$ cat src/rtl/riscv_pkg.sv
// rtl/riscv_pkg.sv - shared RV32I pipeline constants, tag type and forward-select helper
package riscv_pkg;

    localparam int REG_AW = 5;

    localparam logic [1:0] FWD_RF  = 2'b00;
    localparam logic [1:0] FWD_WB  = 2'b01;
    localparam logic [1:0] FWD_MEM = 2'b10;

    localparam logic [1:0] RES_SRC_LOAD = 2'b01;

    typedef struct packed {
        logic [REG_AW-1:0] rs1;
        logic [REG_AW-1:0] rs2;
        logic [REG_AW-1:0] rd;
        logic              wr;
        logic              ld;
    } e_tag_t;

    // The M producer is younger than the W producer, so it wins when both match.
    function automatic logic [1:0] fwd_sel(
        input logic [REG_AW-1:0] rs,
        input logic [REG_AW-1:0] rd_m,
        input logic              wr_m,
        input logic [REG_AW-1:0] rd_w,
        input logic              wr_w
    );
        if (wr_m && rd_m == rs)
            return FWD_MEM;
        else if (wr_w && rd_w == rs)
            return FWD_WB;
        else
            return FWD_RF;
    endfunction

endpackage

$ cat src/rtl/hazard_tag_pipe.sv
// rtl/hazard_tag_pipe.sv - E/M/W register tag pipeline with E-stage flush
module hazard_tag_pipe
    import riscv_pkg::*;
(
    input  logic              clk,
    input  logic              rst_n,
    input  logic              flush,
    input  logic [REG_AW-1:0] rs1D,
    input  logic [REG_AW-1:0] rs2D,
    input  logic [REG_AW-1:0] rdD,
    input  logic              wrD,
    input  logic              ldD,
    output logic [REG_AW-1:0] rs1E,
    output logic [REG_AW-1:0] rs2E,
    output logic [REG_AW-1:0] rdE,
    output logic              wrE,
    output logic              ldE,
    output logic [REG_AW-1:0] rdM,
    output logic              wrM,
    output logic [REG_AW-1:0] rdW,
    output logic              wrW
);

    e_tag_t e_tag;

    // A flushed E slot becomes a bubble that neither writes nor loads.
    always_ff @(posedge clk or negedge rst_n) begin
        if (!rst_n) begin
            e_tag <= '0;
            rdM   <= '0;
            wrM   <= 1'b0;
            rdW   <= '0;
            wrW   <= 1'b0;
        end else begin
            if (flush)
                e_tag <= '0;
            else
                e_tag <= '{rs1: rs1D, rs2: rs2D, rd: rdD, wr: wrD, ld: ldD};
            rdM <= e_tag.rd;
            wrM <= e_tag.wr;
            rdW <= rdM;
            wrW <= wrM;
        end
    end

    assign rs1E = e_tag.rs1;
    assign rs2E = e_tag.rs2;
    assign rdE  = e_tag.rd;
    assign wrE  = e_tag.wr;
    assign ldE  = e_tag.ld;

endmodule

$ cat src/rtl/hazard_scheduler.sv
// rtl/hazard_scheduler.sv - load-use stall, control flush and forward select; perf counters under HAZARD_PERF_EN
module hazard_scheduler
    import riscv_pkg::*;
(
    input  logic              clk,
    input  logic              rst_n,
    input  logic [REG_AW-1:0] rs1D,
    input  logic [REG_AW-1:0] rs2D,
    input  logic [REG_AW-1:0] rdD,
    input  logic              reg_writeD,
    input  logic [1:0]        result_srcD,
    input  logic              pc_srcE,
    output logic              stallF,
    output logic              stallD,
    output logic              flushD,
    output logic              flushE,
    output logic [1:0]        forwardAE,
    output logic [1:0]        forwardBE
`ifdef HAZARD_PERF_EN
    ,
    output logic [31:0]       stall_cnt,
    output logic [31:0]       flush_cnt
`endif
);

    logic              wrD;
    logic              ldD;
    logic [REG_AW-1:0] rs1E;
    logic [REG_AW-1:0] rs2E;
    logic [REG_AW-1:0] rdE;
    logic              wrE;
    logic              ldE;
    logic [REG_AW-1:0] rdM;
    logic              wrM;
    logic [REG_AW-1:0] rdW;
    logic              wrW;
    logic              lw_hazard;
    logic              ctl_flush;

    assign wrD = reg_writeD && (rdD != '0);
    assign ldD = wrD && (result_srcD == RES_SRC_LOAD);

    // Gating with rst_n makes every output drop the moment reset asserts,
    // even though pc_srcE comes straight from the inputs.
    assign lw_hazard = rst_n && ldE && (rdE == rs1D || rdE == rs2D) && !pc_srcE;
    assign ctl_flush = rst_n && pc_srcE;

    assign stallF = lw_hazard;
    assign stallD = lw_hazard;
    assign flushD = ctl_flush;
    assign flushE = lw_hazard || ctl_flush;

    assign forwardAE = rst_n ? fwd_sel(rs1E, rdM, wrM, rdW, wrW) : FWD_RF;
    assign forwardBE = rst_n ? fwd_sel(rs2E, rdM, wrM, rdW, wrW) : FWD_RF;

    hazard_tag_pipe u_tag_pipe (
        .clk   (clk),
        .rst_n (rst_n),
        .flush (flushE),
        .rs1D  (rs1D),
        .rs2D  (rs2D),
        .rdD   (rdD),
        .wrD   (wrD),
        .ldD   (ldD),
        .rs1E  (rs1E),
        .rs2E  (rs2E),
        .rdE   (rdE),
        .wrE   (wrE),
        .ldE   (ldE),
        .rdM   (rdM),
        .wrM   (wrM),
        .rdW   (rdW),
        .wrW   (wrW)
    );

`ifdef HAZARD_PERF_EN
    logic [31:0] stall_q;
    logic [31:0] flush_q;

    always_ff @(posedge clk or negedge rst_n) begin
        if (!rst_n) begin
            stall_q <= '0;
            flush_q <= '0;
        end else begin
            if (lw_hazard)
                stall_q <= stall_q + 32'd1;
            if (ctl_flush)
                flush_q <= flush_q + 32'd1;
        end
    end

    assign stall_cnt = rst_n ? stall_q : '0;
    assign flush_cnt = rst_n ? flush_q : '0;
`endif

endmodule

$ cat config.mk
export PLATFORM = sky130hd
export DESIGN_NAME = hazard_scheduler
export DESIGN_NICKNAME = d
export VERILOG_FILES = /design/src/rtl/riscv_pkg.sv /design/src/rtl/hazard_tag_pipe.sv /design/src/rtl/hazard_scheduler.sv
export SDC_FILE = /design/constraint.sdc
export NUM_CORES = 1
export LEC_CHECK = 0
export CAP_MARGIN = 30
export CORE_MARGIN = 1
export CORE_UTILIZATION = 35
export DETAILED_ROUTE_END_ITERATION = 8
export SLEW_MARGIN = 20
export SYNTH_ARGS = -nofsm -noshare
export SYNTH_HDL_FRONTEND = slang
export SYNTH_HIERARCHICAL = 1
export SYNTH_SLANG_ARGS = --single-unit
export TNS_END_PERCENT = 30
$ cat constraint.sdc
create_clock -name clk -period 1.6 [get_ports clk]
set_input_delay 0.4 -clock clk [delete_from_list [all_inputs] [get_ports clk]]
set_output_delay 0.4 -clock clk [all_outputs]
set_load 0.02 [all_outputs]
## Word level (Yosys, flattened, before mapping)

Cells that the tools add are included.
Widths: inputs -> output; s select.

| word-level totals | value |
|---|---|
| bits in registers | 29 |
| input bits | 21 |
| word-level logic and storage cells | 37 |

| cells by class | value |
|---|---|
| equal/unequal tests | 7 |
| muxes and demuxes | 7 |
| reduce and logical (&&, ||, !) cells | 14 |

Operator list:

| cell | count |
|---|---|
| $eq 5x5->1 | 6 |
| $mux 17 | 1 |
| $logic_and 1x1->1 | 10 |
| $mux 2 | 4 |
| $reduce_bool 5->1 | 1 |
| $eq 2x1->1 const B | 1 |
| $logic_or 1x1->1 | 2 |
| $mux 1 | 2 |
| $logic_not 1->1 | 1 |

## Longest topological paths before layout

| depth | value |
|---|---|
| word-level depth | 6 |
| mapped depth | 6 |
| depth with buffers taken out | 5 |

## Hierarchy

Netlist, hierarchy kept.

Modules (own cells, without submodules):

| module | times used | cells an instance | area each (µm²) |
|---|---|---|---|
| hazard_tag_pipe | 1 | 47 | 860.8 |
| hazard_scheduler | 1 | 54 | 407.9 |

## Worst setup path after synthesis

Ideal clock, no wire load.

| path | value |
|---|---|
| path kind | input-to-output |
| start point | input port rs1D[3] |
| end point | output port stallF |
| arrival time | 1.478 ns |
| data required time | 1.200 ns |
| setup slack | -0.278 ns |
| cell stages on the path | 5 |
| buffers on the path | 1 |
| path through | xor2_1 -> nor4_1 -> a22oi_1 -> nor2_1 -> buf_4 |

| between the ends | value |
|---|---|
| longest elaborated chain between the ends | 4 |

Ends and longest elaborated chain:

| element | RTL line | text |
|---|---|---|
| start, declared | hazard_scheduler.sv:7 | `input logic [REG_AW-1:0] rs1D,` |
| $eq 5x5->1 | hazard_scheduler.sv:45 | `assign lw_hazard = rst_n && ldE && (rdE == rs1D \|\| rdE == rs2D) && !pc_srcE;` |
| $logic_or 1x1->1 | hazard_scheduler.sv:45 |  |
| $logic_and 1x1->1 (2 in a row) | hazard_scheduler.sv:45 |  |
| end, declared | hazard_scheduler.sv:13 | `output logic stallF,` |

No other way between the ends.

## Worst setup path in the final report

| path | value |
|---|---|
| start point | register u_tag_pipe.e_tag (netlist bit u_tag_pipe/rs2E[0]) |
| end point | output port forwardBE[0] |

| between the ends | value |
|---|---|
| longest elaborated chain between the ends | 5 |
| elaborated cells between the ends (all ways) | 7 |

Ends and longest elaborated chain:

| element | RTL line | text |
|---|---|---|
| start, declared | hazard_tag_pipe.sv:24 | `e_tag_t e_tag;` |
| start signal, assigned | hazard_tag_pipe.sv:38 | `e_tag <= '{rs1: rs1D, rs2: rs2D, rd: rdD, wr: wrD, ld: ldD};` |
| $eq 5x5->1 | riscv_pkg.sv:30 | `else if (wr_w && rd_w == rs)` |
| $logic_and 1x1->1 | riscv_pkg.sv:30 |  |
| $mux 1 | riscv_pkg.sv:30 |  |
| $mux 2 * | riscv_pkg.sv:28 | `if (wr_m && rd_m == rs)` |
| $mux 2 * | hazard_scheduler.sv:54 | `assign forwardBE = rst_n ? fwd_sel(rs2E, rdM, wrM, rdW, wrW) : FWD_RF;` |
| end, declared | hazard_scheduler.sv:18 | `output logic [1:0] forwardBE` |

Mark *: on every way between the ends. The rest lies on a longest branch, timed or not.

==> flow_summary.json <==
{
  "outcome": "finished with violations",
  "violations": "setup timing",
  "fin_skew_ns": 0.00298,
  "arrival_ns": 1.72,
  "antenna_found_initial": 0,
  "grt_max_degree": 23,
  "ioPinCount": 29,
  "ys_ff_latch": 29,
  "final_cells": 199,
  "yosysSeqAreaShare_pct": 57.2,
  "synthCells": 101,
  "clock_sinks": 29,
  "dieArea_mm2": 0.00387,
  "drt_pass1_iterations": 3,
  "numCtsBuffers": 5,
  "grt_usage_pct": 13.6,
  "hpwl_mm": 1.80,
  "final_common_cell": "dfrtp_1",
  "ys_types": 18,
  "vdd_ir_drop_max_uv": 369,
  "worst_slew_pin_slew_ns": 0.252,
  "hold_buffers": 0,
  "drcViolationCount": 0,
  "num_rows": 21,
  "r2r-start": "u_tag_pipe/rdE[1]$_DFF_PN0_",
  "h-tree-depth": 2,
  "min_path_type": "input port to async pin",
  "num_antenna_cells": 0,
  "drive_above_1_share_pct": 35.9,
  "rsz0062_at_grt": "yes",
  "startpoint_type": "register",
  "synth_area_per_cell_um2": 12.6,
  "cts.clk_slew.worst_paths_ns": 0.08,
  "grt_overflow": 0,
  "layout_setup_ws_ns": -0.520,
  "root_buffer": "clkbuf_4",
  "slew_headroom_pct": 83.1,
  "grt_util_met1_pct": 15.1,
  "required_ns": 1.20,
  "power_density_mw_per_mm2": 802,
  "global_route.peak_usage_layer": "met2",
  "fillers": 314,
  "chipWidth_um": 62.2,
  "crit_start": "u_tag_pipe/rs2E[0]$_DFF_PN0_",
  "cts_buffer_depth": 2,
  "avgRoutedWirePerCell_um": 11.7,
  "fmax_mhz": 472,
  "clkLatencyLatePin_ns": 0.31,
  "ant_nets": 0,
  "areaGrowthSynthToFinish_pct": 49.3,
  "min_period_ns": 2.12,
  "tritoncts": "yes",
  "drt_iter0_drc": 7,
  "synth_warnings": 6,
  "final_util_pct": 55.5,
  "drt-total-wl_mm": 2.34,
  "num_vias": 846,
  "drv_slew": 0,
  "critPathMaxFanout": 2,
  "dieHeight_um": 62.2,
  "gp_congestion": 0.763,
  "syn_nets": 122,
  "portBuffers": 28,
  "grt_pass1_vias": 893,
  "gr-usage-met3_pct": 4.41,
  "critPathKind": "register to output pin",
  "worstSetupEndpointType": "output pin",
  "hold_viol_final": 0,
  "grt_pass1_wl_mm": 3.89,
  "maxCapViolCount": 0,
  "final.period_utilization_pct": 133,
  "power.total_w": 0.00152,
  "synth_area_mm2": 0.00127,
  "fin_nets": 174,
  "leakagePower_nw": 0.876,
  "core_mm2": 0.00342,
  "vias_per_cell": 4.25,
  "start_util_pct": 37.1,
  "use_met2_pct": 21.8,
  "place_inst": 188,
  "layout_common_cells": "28 x dfrtp_1, 19 x buf_4, 18 x xor2_1, 10 x nor2b_1",
  "finalSetupViolCount": 17
}
-- logic make-up (layout without fill, tap and decap cells) --
logic type                count (synthesis)  after routing  synth area share (%)
DFF                                      29             29                  57.2
and+or+nand+nor                          38             38                  19.4
buffers and inverters                     2             54                  1.48
xor gates and xnor gates                 30             30                  20.7
AOI/OAI and AO/OA                         2              2                  1.18
-- registers in the layout, summed over array words and instances, names as in the netlist --
| register | cells |
|---|---|
| u_tag_pipe/ldE | 1 |
| u_tag_pipe/rdM | 5 |
| u_tag_pipe/rdE | 5 |
| u_tag_pipe/wrM | 1 |
| u_tag_pipe/rs1E | 5 |
| u_tag_pipe/rs2E | 5 |
| u_tag_pipe/wrE | 1 |
| u_tag_pipe/rdW | 5 |
| u_tag_pipe/wrW | 1 |
-- worst paths after layout --
path / to / slack, ns / depth (start not counted)
min reg2reg: u_tag_pipe/wrM$_DFF_PN0_ / 0.35 / 0
max: forwardBE[0] / -0.52 / 6
max in group asynchronous: u_tag_pipe/rdM[3]$_DFF_PN0_ / 1.07 / 2
min: u_tag_pipe/rs2E[2]$_DFF_PN0_ / 0.30 / 2
min in group clk: u_tag_pipe/wrM$_DFF_PN0_ / 0.35 / 0
max reg2reg: u_tag_pipe/ldE$_DFF_PN0_ / -0.14 / 7
-- worst max-delay path, stage by stage, from the launching register on --
cell     delay, ns
dfrtp_1       0.42
xor2_2        0.20
nor4_2        0.28
and3_1        0.22
buf_6         0.11
nor4_4        0.03
buf_4         0.16
-- what timing repair did --
| action | CTS | global route |
|---|---|---|
| setup endpoints to repair | 25 | 25 |
| pin swaps | 13 | 12 |
| buffers inserted | 1 | 3 |
| resized for setup | 55 | 15 |
| cloned | 0 | 0 |
| hold endpoints to repair | 0 | 0 |
-- layer usage --
metal / part of all wire (%) / wire length [um]
met1: 42 / 979
met3: 5.3 / 124
met5: 0 / 0
met2: 50 / 1180
met4: 2.4 / 55
-- through the flow --
stage / setup slack, ns / hold slack, ns / cell area, um2 / TNS [ns]
floorplan: -0.165 / 0.104 / 1300 / -0.428
global placement: -1.01 / 0.338 / 1730 / -15.19
detailed placement: -1.06 / 0.339 / 1730 / -16.23
CTS: -0.551 / 0.293 / 1800 / -5.04
global route: -0.614 / 0.312 / 1890 / -6.47
finish: -0.520 / 0.300 / 1890 / -4.12
-- synthesized netlist by cell type, drive strengths merged --
master,n,area [um2]
a22oi,1,7.51
and2,3,18.8
and2b,7,61.3
and3,2,12.5
and3b,1,8.76
buf,2,18.8
dfrtp,29,726
nand2,2,7.51
nand2b,1,6.26
nand4,2,12.5
nor2,3,11.3
nor2b,10,62.6
nor4,6,37.5
o21a,1,7.51
or4,1,7.51
xnor2,10,87.6
xor2,20,175
-- report_power, final --
| part | internal, W | total [W] | switching (W) |
|---|---|---|---|
| logic | 0.000158 | 0.000272 | 0.000114 |
| clock network | 0.000207 | 0.000426 | 0.000219 |
| registers | 0.000780 | 0.000821 | 0.0000407 |
| total | 0.00115 | 0.00152 | 0.000374 |
-- layout make-up --
type,count,area [um2],share of cell area (%)
clock buffer,7,55.1,2.91
sequential,29,727,38.4
timing repair buffer,47,435,23.0
multi-input combinational,70,619,32.7
tap,46,57.6,3.04
Note: power is estimated with default switching activity, not from simulation.
==> variant 1: new RTL, config.mk and constraints unchanged <==
Change the package constant `REG_AW` from 5 to 4.
--- a/src/rtl/riscv_pkg.sv
+++ b/src/rtl/riscv_pkg.sv
@@ -3,3 +3,3 @@
 
-    localparam int REG_AW = 5;
+    localparam int REG_AW = 4;
 
Interface: changed (resized rdD, rs1D and rs2D); port bits go from 29 to 26. The function was not compared with the original's and may differ.
==> variant 1 against the original RTL <==
- the flow finishes with violations (DRC, setup timing)
- area after synthesis shrank 15%
- setup slack lost 0.020 ns
- sequential cell count shrank 5
- routed wire length shrank 16%
- power shrank 11%
- design area shrank 17%
- critical path depth shrank 1
- highest routed layer unchanged
- largest cell class unchanged
- register-to-register slack lost 0.11 ns
==> variant 1: results (changes against the original RTL) <==
** GRT
- Largest net degree at the start of global routing :: 15 (was 23)
- Overall global routing resource usage :: 0.1345 (was 0.1358)
- The met2 track utilization from global routing is 0.2342 (was 0.2184).
- First-pass GRT wire length :: 3305 um (was 3891 um)

** Yosys
- Top cells by area, synth :: dfrtp_1 (56%), xor2_1 (11%), nor2b_2 (8.2%) (was dfrtp_1 (57%), xor2_1 (14%), xnor2_1 (6.9%))
- List of most frequent post-synthesis cells: dfrtp_1 (24), xor2_1 (14), nor2b_2 (10), xnor2_1 (10) (was dfrtp_1 (29), xor2_1 (20), nor2b_1 (10), xnor2_1 (10), and2b_2 (7)).
- The post-synthesis cell type count was 20 (was 18).
- The number of nets produced by synthesis is 100 (was 122).

** Setup path
- Slack of the worst reg-to-reg path :: -0.25 ns (was -0.14 ns)
- The last element of the critical path is flushE (was forwardBE[0]).
- Delay-heaviest family, CP :: flip-flops (was simple AND/OR/NAND/NOR gates)
- Depth of the worst register-to-register path :: 6 (was 7)

** Drt
- The DRC violations left came to 3 (was 0).
- Metal-1 WL :: 783 um (was 979 um)
- Detailed route wirelength on metal2 :: 1024 um (was 1176 um)
- The number of optimization iterations in the first detailed-route pass came to 6 (was 3).
- The routed length per placed instance was 12.61 um (was 11.73 um).

** Final layout
- Filler cells :: 258 (was 314)
- Area of the multi-input gates :: 524.3 sq um (was 619.3 sq um)
- The multi-input combinational gate total is 55 (was 70).
- Nonclk inv count :: 1 (was 0)
- The final-stage net count is 143 (was 174).

** Place
- The worst-case setup slack after placement came to -1.150 ns (was -1.056 ns).

** STA
- The slack of the critical path is -0.5402 ns (was -0.5204 ns).
- Number of setup violations in the final report :: 21 (was 17)
- The worst clock skew is 0.004494 ns (was 0.002981 ns).

** Clocking
- Clock transition at the registers of the reported paths :: 0.12 ns (was 0.08 ns)
- The number of buffers added by the clock tree synthesis step is 3 (was 5).
- Maximum level of the CTS H-tree :: 1 (was 2)

** Pwr
- The power density of the placed cells is 859.7 mW/mm^2 (was 801.9 mW/mm^2).
- The power of the sequential group came to 0.682 mW (was 0.821 mW).

** Outcome
- Failing checks: DRC, setup timing (was setup timing).
- Run status :: finished with violations (unchanged)
[variant 1: cell types whose count changed in the layout (fill, tap and decap cells not counted), sizes merged, moves of 3 or more]
cell,change
nor2,-3
nor4,-3
dfrtp,-5
buf,-4
and2,-3
clkbuf,-4
xor2,-6
and2b,-4
dlygate4sd2,-4
[variant 1: logic make-up (layout without fill, tap and decap cells)]
group                     count (synthesis)  count (layout)
and+or+nand+nor                          26              26
DFF                                      24              24
buffers and inverters                     3              45
AOI/OAI and AO/OA                         5               5
xor gates and xnor gates                 24              24
[variant 1: per-stage QoR]
step / area [sq um] / hold WS [ns]
2_1_floorplan: 1096 / 0.1044
3_5_place_dp: 1464 / 0.3457
5_1_grt: 1567 / 0.1544
3_3_place_gp: 1464 / 0.3429
6_report: 1567 / 0.1621
4_1_cts: 1543 / 0.1798
[variant 1: repair_timing]
item	4_1_cts	5_1_grt
pin swaps	14	5
endpoints found under the setup margin	22	22
gates resized for setup	54	5
setup buffers	2	0
==> variant 2: new RTL, config.mk and constraints unchanged <==
Without the edit above. Add a define of `HAZARD_PERF_EN`.
--- a/src/rtl/hazard_scheduler.sv
+++ b/src/rtl/hazard_scheduler.sv
@@ -1,2 +1,4 @@
 // rtl/hazard_scheduler.sv - load-use stall, control flush and forward select; perf counters under HAZARD_PERF_EN
+`define HAZARD_PERF_EN
+
 module hazard_scheduler
Formal check against the unedited RTL (old outputs only; new: flush_cnt and stall_cnt): equivalent (Yosys induction, for registers that start in step).
==> variant 2 against the original RTL <==
- the flow still finishes with violations (setup timing)
- power grew to 3.6 times the old value
- routed wire length grew to 5.1 times the old value
- setup slack lost 0.056 ns
- via count grew to 4.5 times the old value
- hold slack lost 0.24 ns
- clock power grew to 4.8 times the old value
- design area grew to 3.8 times the old value
- fmax shrank 2.6%
- area after synthesis grew to 3.6 times the old value
- register-to-register slack lost 0.23 ns
- sequential cell count grew 64
- cell count grew to 4.1 times the old value
- core utilization grew 1.1 points
- clock skew grew 0.0052 ns
- critical endpoint is now forwardBE[1]
==> variant 2: results (changes against the original RTL) <==
** STA
- The final-report setup violation count came to 46 (was 17).
- The relative max-transition margin is 0.6733 (was 0.8307).
- Worst Setup Slack, final :: -0.5767 ns (was -0.5204 ns)

** Clocking
- Number of clock buffers inserted by TritonCTS :: 9 (was 5)
- The post-CTS setup buffer count is 18 (was 1).

** Yosys
- The number of nets produced by synthesis came to 458 (was 122).
- Top cells by area, synth: dfrtp_1 (50%), xnor2_1 (12%), and2_1 (9.3%) (was dfrtp_1 (57%), xor2_1 (14%), xnor2_1 (6.9%)).
- Mux contribution to synthesized area :: 0.004878 (was 0)
- The xor-xnor portion of the synthesized cell area was 0.1745 (was 0.2071).
- List of most frequent post-synthesis cells :: dfrtp_1 (93), and2_1 (69), xnor2_1 (64), nand4_1 (29), xor2_1 (28) (was dfrtp_1 (29), xor2_1 (20), nor2b_1 (10), xnor2_1 (10), and2b_2 (7))

** Drt
- The met2 wirelength from detailed routing is 6005 um (was 1176 um).
- Via count normalized by instance count :: 4.683 (was 4.251)
- DRC violation total after the first TritonRoute iteration :: 110 (was 7)
- The detailed route wirelength on metal3 came to 501 um (was 124 um).
- Metal-1 WL :: 5134 um (was 979 um)

** Setup path
- The startpoint of the lowest-slack register-to-register path is u_tag_pipe/rdE[3] (was u_tag_pipe/rdE[1]).
- The worst reg2reg path endpoint is stall_q[20] (was u_tag_pipe/ldE).
- The launching instance or port of the critical path was u_tag_pipe/rs2E[2] (was u_tag_pipe/rs2E[0]).
- Slack of the worst reg-to-reg path :: -0.37 ns (was -0.14 ns)

** Place
- The cell count after placement is 775 (was 188).
- Final weighted congestion in routability-driven placement :: 0.8166 (was 0.7628)
- Placed cell area :: 0.006456 sq mm (was 0.001733 sq mm)

** Pwr
- The share of total power in combinational logic is 0.158 (was 0.179).
- The maximum ir drop on the vdd rail is 0.3775 mV (was 0.3695 mV).

** GRT
- The met3 usage in global routing is 0.05149 (was 0.04412).
- The met2 track utilization from global routing came to 0.3097 (was 0.2184).
- The global routing usage summed across all routing layers is 0.1815 (was 0.1358).
- The wire length of the first global-routing pass came to 18890 um (was 3891 um).

** Outcome
- Run status :: finished with violations (unchanged)
- Failing checks :: setup timing (unchanged)

** Final layout
- Layout Nets :: 665 (was 174)
==> variant 2: cell types whose count changed in the layout (fill, tap and decap cells not counted), sizes merged, moves of 6 or more <==
cell	change
buf	+125
and2	+68
dfrtp	+64
xnor2	+54
clkbuf	+28
nand4	+28
nand3	+27
nand2	+23
nor2	+17
clkdlybuf4s15	+15
and3	+8
xor2	+8
and4	+6
==> variant 2: cell families (layout without fill, tap and decap cells) <==
kind of cell / count (synthesis) / after routing
compound gates: 4 / 4
xor+xnor: 92 / 92
fa+ha+maj: 2 / 2
buf+inv: 19 / 231
flops: 93 / 93
mux: 2 / 2
simple gates: 223 / 223
==> variant 2: layout make-up <==
| cell class | instances | area [sq um] |
|---|---|---|
| Clock buffer | 10 | 239.0 |
| Multi-Input combinational cell | 323 | 2557 |
| Timing Repair Buffer | 212 | 1789 |
| Sequential cell | 93 | 2332 |
| Fill cell | 1136 | 5532 |
| Tap cell | 172 | 215.2 |
| Clock inverter | 6 | 46.29 |
| Inverter | 3 | 11.26 |
